==> config.mk <==
export PLATFORM = sky130hd
export DESIGN_NAME = rom_loader
export DESIGN_NICKNAME = d
export VERILOG_FILES = /design/src/rtl/rom_loader_pkg.sv /design/src/rtl/rom_loader_packer.sv /design/src/rtl/rom_loader.sv
export SDC_FILE = /design/constraint.sdc
export NUM_CORES = 1
export LEC_CHECK = 0
export ABC_AREA = 1
export BUFFER_PORTS_ARGS = -buffer_cell sky130_fd_sc_hd__buf_2
export CAP_MARGIN = 30
export CORE_MARGIN = 3
export CORE_UTILIZATION = 58
export DETAILED_ROUTE_END_ITERATION = 8
export GPL_ROUTABILITY_DRIVEN = 0
export PLACE_DENSITY_LB_ADDON = 0.05
export REMOVE_ABC_BUFFERS = 1
export SYNTH_ARGS = -nofsm -noshare
export SYNTH_HDL_FRONTEND = slang
export SYNTH_HIERARCHICAL = 1
export SYNTH_SLANG_ARGS = --single-unit
==> constraint.sdc <==
create_clock -name clock -period 2.01 [get_ports clock]
set_input_delay 0.402 -clock clock [delete_from_list [all_inputs] [get_ports clock]]
set_output_delay 0.402 -clock clock [all_outputs]
set_load 0.01 [all_outputs]
==> src/rtl/rom_loader_pkg.sv <==
// Shared definitions for the boot ROM loader.
//   state_t        : loader sequencing states (FETCH, WRITE, DONE, ERROR)
//   BYTES_PER_WORD : number of ROM bytes packed into one RAM word
// Optional feature macro used by the loader: ROM_LOADER_CHECKSUM_EN
package rom_loader_pkg;

    typedef enum logic [1:0] {
        FETCH = 2'd0,
        WRITE = 2'd1,
        DONE  = 2'd2,
        ERROR = 2'd3
    } state_t;

    localparam int BYTES_PER_WORD = 4;

endpackage

==> src/rtl/rom_loader_packer.sv <==
// Byte-to-word packer for the boot ROM loader.
// Bytes arrive most-significant first. word_o always shows the word that
// would result if the byte currently on byte_i were the last one of the
// word: earlier bytes on the left, unused low bytes zero.
// Ports:
//   clock      : rising-edge clock
//   reset      : synchronous active-high reset, clears lane count and bytes
//   sample_i   : byte_i is consumed at the next rising edge
//   flush_i    : together with sample_i, ends the current word (lanes restart)
//   byte_i     : incoming ROM byte
//   word_o     : left-aligned, zero-padded word including byte_i
//   lastLane_o : byte_i fills the final lane of the word
module rom_loader_packer
    import rom_loader_pkg::*;
(
    input  logic        clock,
    input  logic        reset,
    input  logic        sample_i,
    input  logic        flush_i,
    input  logic [7:0]  byte_i,
    output logic [31:0] word_o,
    output logic        lastLane_o
);

    // Only the three older bytes need storage; the fourth completes the word
    // and is forwarded straight to word_o.
    logic [23:0] word_q, word_d;
    logic [1:0]  lane_q, lane_d;
    logic [2:0]  laneNext;
    logic [31:0] shifted;

    always_comb begin
        shifted    = {word_q, byte_i};
        laneNext   = {1'b0, lane_q} + 3'd1;
        lastLane_o = (laneNext == 3'(BYTES_PER_WORD));

        // Left-align a partial word so its first byte lands in bits 31:24.
        case (laneNext)
            3'd1:    word_o = {shifted[7:0], 24'h000000};
            3'd2:    word_o = {shifted[15:0], 16'h0000};
            3'd3:    word_o = {shifted[23:0], 8'h00};
            default: word_o = shifted;
        endcase

        word_d = word_q;
        lane_d = lane_q;
        if (sample_i) begin
            if (flush_i) begin
                word_d = '0;
                lane_d = '0;
            end else begin
                word_d = shifted[23:0];
                lane_d = laneNext[1:0];
            end
        end
    end

    always_ff @(posedge clock) begin
        if (reset) begin
            word_q <= '0;
            lane_q <= '0;
        end else begin
            word_q <= word_d;
            lane_q <= lane_d;
        end
    end

endmodule

==> src/rtl/rom_loader.sv <==
// Boot ROM loader: streams a byte image out of a ROM, packs it big-endian
// into 32-bit words and writes them to consecutive RAM word addresses,
// then raises boot_done (or boot_error if the byte limit runs out first).
// Parameters:
//   RAM_BASE  : RAM word address of the first word written
//   MAX_BYTES : byte limit before the image is declared overrun
// Ports:
//   clock, reset            : rising-edge clock, synchronous active-high reset
//   rom_address             : registered ROM byte address
//   rom_byte, rom_done      : combinational ROM data / last-byte flag
//   ram_address, ram_data   : pending RAM write word address and data
//   ram_write, ram_ready    : write request / accept handshake
//   boot_done, boot_error   : sticky completion / overrun flags
//   checksum                : only with ROM_LOADER_CHECKSUM_EN, mod-256 sum
//                             of every sampled byte
module rom_loader
    import rom_loader_pkg::*;
#(
    parameter logic [31:0] RAM_BASE  = 32'd0,
    parameter logic [31:0] MAX_BYTES = 32'd65536
) (
    input  logic        clock,
    input  logic        reset,
    output logic [31:0] rom_address,
    input  logic [7:0]  rom_byte,
    input  logic        rom_done,
    output logic [31:0] ram_address,
    output logic [31:0] ram_data,
    output logic        ram_write,
    input  logic        ram_ready,
    output logic        boot_done,
    output logic        boot_error
`ifdef ROM_LOADER_CHECKSUM_EN
    ,
    output logic [7:0]  checksum
`endif
);

    state_t      state_q, state_d;
    logic [31:0] romAddress_q, romAddress_d;
    logic [31:0] ramAddress_q, ramAddress_d;
    logic [31:0] ramData_q, ramData_d;
    logic        ramWrite_q, ramWrite_d;
    logic [31:0] byteCount_q, byteCount_d;
    logic        lastWord_q, lastWord_d;
    logic        sample, flush, lastLane;
    logic [31:0] packedWord;
`ifdef ROM_LOADER_CHECKSUM_EN
    logic [7:0]  checksum_q, checksum_d;
`endif

    rom_loader_packer u_packer (
        .clock      (clock),
        .reset      (reset),
        .sample_i   (sample),
        .flush_i    (flush),
        .byte_i     (rom_byte),
        .word_o     (packedWord),
        .lastLane_o (lastLane)
    );

    // Next-state logic. The limit is checked before sampling, so a byte that
    // carries rom_done is always taken, even when it is the last byte the
    // limit allows; that word then finishes normally through WRITE -> DONE.
    // Bytes left in the packer when the limit trips are simply never written.
    always_comb begin
        state_d      = state_q;
        romAddress_d = romAddress_q;
        ramAddress_d = ramAddress_q;
        ramData_d    = ramData_q;
        ramWrite_d   = ramWrite_q;
        byteCount_d  = byteCount_q;
        lastWord_d   = lastWord_q;
        sample       = 1'b0;
        flush        = 1'b0;
`ifdef ROM_LOADER_CHECKSUM_EN
        checksum_d   = checksum_q;
`endif

        case (state_q)
            FETCH: begin
                if (byteCount_q >= MAX_BYTES) begin
                    state_d = ERROR;
                end else begin
                    sample       = 1'b1;
                    romAddress_d = romAddress_q + 32'd1;
                    byteCount_d  = byteCount_q + 32'd1;
`ifdef ROM_LOADER_CHECKSUM_EN
                    checksum_d   = checksum_q + rom_byte;
`endif
                    if (lastLane || rom_done) begin
                        flush      = 1'b1;
                        ramData_d  = packedWord;
                        ramWrite_d = 1'b1;
                        lastWord_d = rom_done;
                        state_d    = WRITE;
                    end
                end
            end
            WRITE: begin
                if (ram_ready) begin
                    ramWrite_d   = 1'b0;
                    ramAddress_d = ramAddress_q + 32'd1;
                    state_d      = lastWord_q ? DONE : FETCH;
                end
            end
            default: begin
            end
        endcase
    end

    // State register; reset abandons any load in progress, including a
    // pending RAM write.
    always_ff @(posedge clock) begin
        if (reset) begin
            state_q      <= FETCH;
            romAddress_q <= '0;
            ramAddress_q <= RAM_BASE;
            ramData_q    <= '0;
            ramWrite_q   <= 1'b0;
            byteCount_q  <= '0;
            lastWord_q   <= 1'b0;
`ifdef ROM_LOADER_CHECKSUM_EN
            checksum_q   <= '0;
`endif
        end else begin
            state_q      <= state_d;
            romAddress_q <= romAddress_d;
            ramAddress_q <= ramAddress_d;
            ramData_q    <= ramData_d;
            ramWrite_q   <= ramWrite_d;
            byteCount_q  <= byteCount_d;
            lastWord_q   <= lastWord_d;
`ifdef ROM_LOADER_CHECKSUM_EN
            checksum_q   <= checksum_d;
`endif
        end
    end

    assign rom_address = romAddress_q;
    assign ram_address = ramAddress_q;
    assign ram_data    = ramData_q;
    assign ram_write   = ramWrite_q;
    assign boot_done   = (state_q == DONE);
    assign boot_error  = (state_q == ERROR);
`ifdef ROM_LOADER_CHECKSUM_EN
    assign checksum    = checksum_q;
`endif

endmodule

==> summary.md <==
| Metric | Value |
|---|---|
| Fin crit period | approximately 1700 ps |
| Max FO, Critical Path | 94 |
| WL/cell | around 13 um |
| First-pass GRT wire length | 33200 um |
| Chip Width | 124 um |
| Setup TNS | 0 ps |
| Grt ovf | 0 |
| R2R Setup Slk | 270 ps |
| Final Setup Violations | 0 |
| Die Y | 124 um |
| Clock transition at path regs | roughly 60 ps |
| Run status | finished clean |
| RR Endpoint | u_packer/word_q[3] |
| Detailed Place HPWL | between 10000 and 15000 um |
| Largest area contributor in the netlist | dfxtp_1 |
| PD cells | roughly 830 nW/um^2 |
| Synth Register Bits | ~160 |
| Syn Inst Count | ~1300 |
| Mapped Area | about 8100 um^2 |
| CP endpoint kind | flip-flop |
| Sequential area share after synthesis | about 39% |
| Commonest cells post-synth | 398 x nand2_1, 273 x nor2_1, 158 x dfxtp_1 |
| WL final | just under 20000 um |
| Final hold viol count | 0 |
| Dpl cells | between 1500 and 2000 |
| Fraction of layout instances using a drive strength above 1 | a little over an eighth |
| Crit start category | flip-flop |
| Hold worst-path end | lastWord_q |
| Max-Cap Viols | 0 |
| DR vias/cell | ~5.2 |
| Post-route antenna net violation count | 0 |
| Global Route Usage Sum | roughly a quarter |
| Final Cycle Share | around 86% |
| Clk Latency, worst-skew pair | approximately 420 ps |
| CTS Buf Count | 17 |
| DRT Pass-1 Iters | 5 |
| Tightest Pin Transition | 465 ps |
| Initial antenna violation count | 0 |
| Hold Path Stages | 3 |
| Achievable Freq | roughly 580 MHz |
| Ys async rst share | 0% |
| Max Root-Sink Buffers | 2 |
| EDFF count, synth | 0 |
| Max VDD drop | 0.550 mV |
| Yosys warns | 6 |
| Top cells by area, synth | dfxtp_1 39%, nand2_1 18%, nor2_1 13% |
| CP arrival | between 2000 and 2500 ps |
| Number of global-route vias before repair | slightly above 7000 |
| Via count | ~8100 |
| Synth Area per Inst | 6.39 um^2 |
| Final Power | 7.75 mW |
| Crit Path Category | flip-flop to flip-flop |
| Core Area | between 10000 and 15000 um^2 |
| Die Footprint | ~15000 um^2 |
| Reg-to-Reg Start | byteCount_q[22] |
| Initial Utilization | 60.3% |
| Min-delay src | rom_done |
| Cell Count, Final, Fillers Out | 1551 |
| Clk Tree Root Cell | clkbuf_16 |
| Final Max Slew Viols | 0 |
| Area delta synth->final | 14.6% |
| Slew headroom | around 69% |
| H-Tree Depth | 4 |
| Ys flop type | dfxtp_1 |
| R2r worst-path depth | 9 |
| Count leader, synth | nand2_1 |
| HP Class | input pin to flip-flop |
| Crit path required time | between 2000 and 2500 ps |
| Yosys cell types | 38 |
| TritonCTS clock tree | done |
| FP Rows | 42 |
| Num ports | roughly 110 |
| Post-CTS setup buffer count | 0 |
| DR DRC count | 0 |
| IO buf count | 110 |
| TritonCTS Sinks | roughly 160 |
| Clock skew | 6.12 ps |
| DRT iter0 DRCs | between 600 and 700 |
| RSZ-0062 raised after global routing | false |
| Pin count of the biggest net entering global routing | between 90 and 100 |
| Top-area cell type share of the netlist area | 39.0% |
| Nets | roughly 1400 |
| Total leakage power | between 3 and 4 nW |
| Diode count | 0 |
==> stage by stage <==
stage	cell area [um^2]	setup slack, ps	hold slack (ps)	util [%]
global route	9300	25.5	265	69.1
CTS	9300	243	245	69.1
detailed placement	8710	-63.0	412	64.7
global placement	8710	15.7	411	64.7
finish	9300	273	253	69.1
floorplan	7790	-1480	403	-
==> worst max-delay path, stage by stage, from the launching register on <==
cell and delay, ps:
dfxtp_1 310, nor2_1 100, nand2_1 50, nor2_1 150, nand2_1 130, nor2_4 140
buf_12 320, inv_4 210, nand2_1 110, a21oi_1 60
==> cells in the final DEF (no fill, tap or decap), types with 3 or more instances in the layout <==
cell        instances
nand2_1           398
nor2_1            273
dfxtp_1           158
buf_2             110
nand3_1            91
inv_1              89
a21oi_1            86
o21ai_0            46
clkbuf_16          17
nand4_1            12
buf_4               9
ha_1                8
xor2_1              7
nor2_4              6
nor2_2              6
nand2_2             4
clkinv_2            4
xnor2_1             4
o21a_1              4
clkinvlp_4          4
buf_12              4
a31oi_1             3
clkbuf_1            3
clkbuf_8            3
inv_4               3
==> area by class of cell <==
type | count | area, um^2
Multi-Input combinational cell | 967 | 4260
Clock buffer | 23 | 478
Timing Repair Buffer | 123 | 698
Sequential cell | 158 | 3160
Clock inverter | 9 | 109
Fill cell | 1269 | 4160
Tap cell | 176 | 220
Inverter | 95 | 367
==> worst max path at each step <==
stage          slack (ps)       startpoint                   to  depth (start not counted)
4_1_cts               240  byteCount_q[22]  u_packer/word_q[13]                          9
5_1_grt                30  byteCount_q[28]  u_packer/word_q[16]                          9
6_report              270  byteCount_q[22]   u_packer/word_q[3]                          9
3_3_place_gp           20  byteCount_q[30]   u_packer/word_q[6]                         10
2_1_floorplan       -1480  byteCount_q[20]   u_packer/lane_q[1]                         10
3_5_place_dp          -60  byteCount_q[30]   u_packer/word_q[7]                         10
==> state kept, by name (all words and copies together) (netlist names) <==
| name | cells |
|---|---|
| byteCount_q | 32 |
| ram_address | 32 |
| ram_data | 32 |
| rom_address | 32 |
| u_packer/word_q | 24 |
| state_q | 2 |
| u_packer/lane_q | 2 |
| lastWord_q | 1 |
| ram_write | 1 |
==> cell families after synthesis <==
group           share of synthesized area [%]
simple gates                             40.8
flops                                    39.0
compound gates                           9.29
buf+inv                                  8.45
xor+xnor                                 1.19
fa+ha+maj                                1.23
==> timing repair <==
item                                    CTS  global route
endpoints found under the hold margin     0             0
endpoints found under the setup margin   26             0
resized for setup                         1             0
hold buffers                              0             0
==> routing by layer <==
layer	part of all wire [%]	up-vias	GRT usage, %	routed length, um
li1	-	4173	-	-
met3	5.3	21	4.72	1040
met5	0	-	0	0
met4	1.2	0	7.09	236
met2	49	229	43.6	9520
met1	45	3671	31.9	8780
==> power by group <==
part	total [mW]	leakage (nW)	internal, mW	switching (mW)
registers	3.41	1.28	3.29	0.114
logic	1.13	2.40	0.364	0.769
clock network	3.22	0.276	1.93	1.29
total	7.75	3.96	5.58	2.17
(Power assumes the default switching activity.)
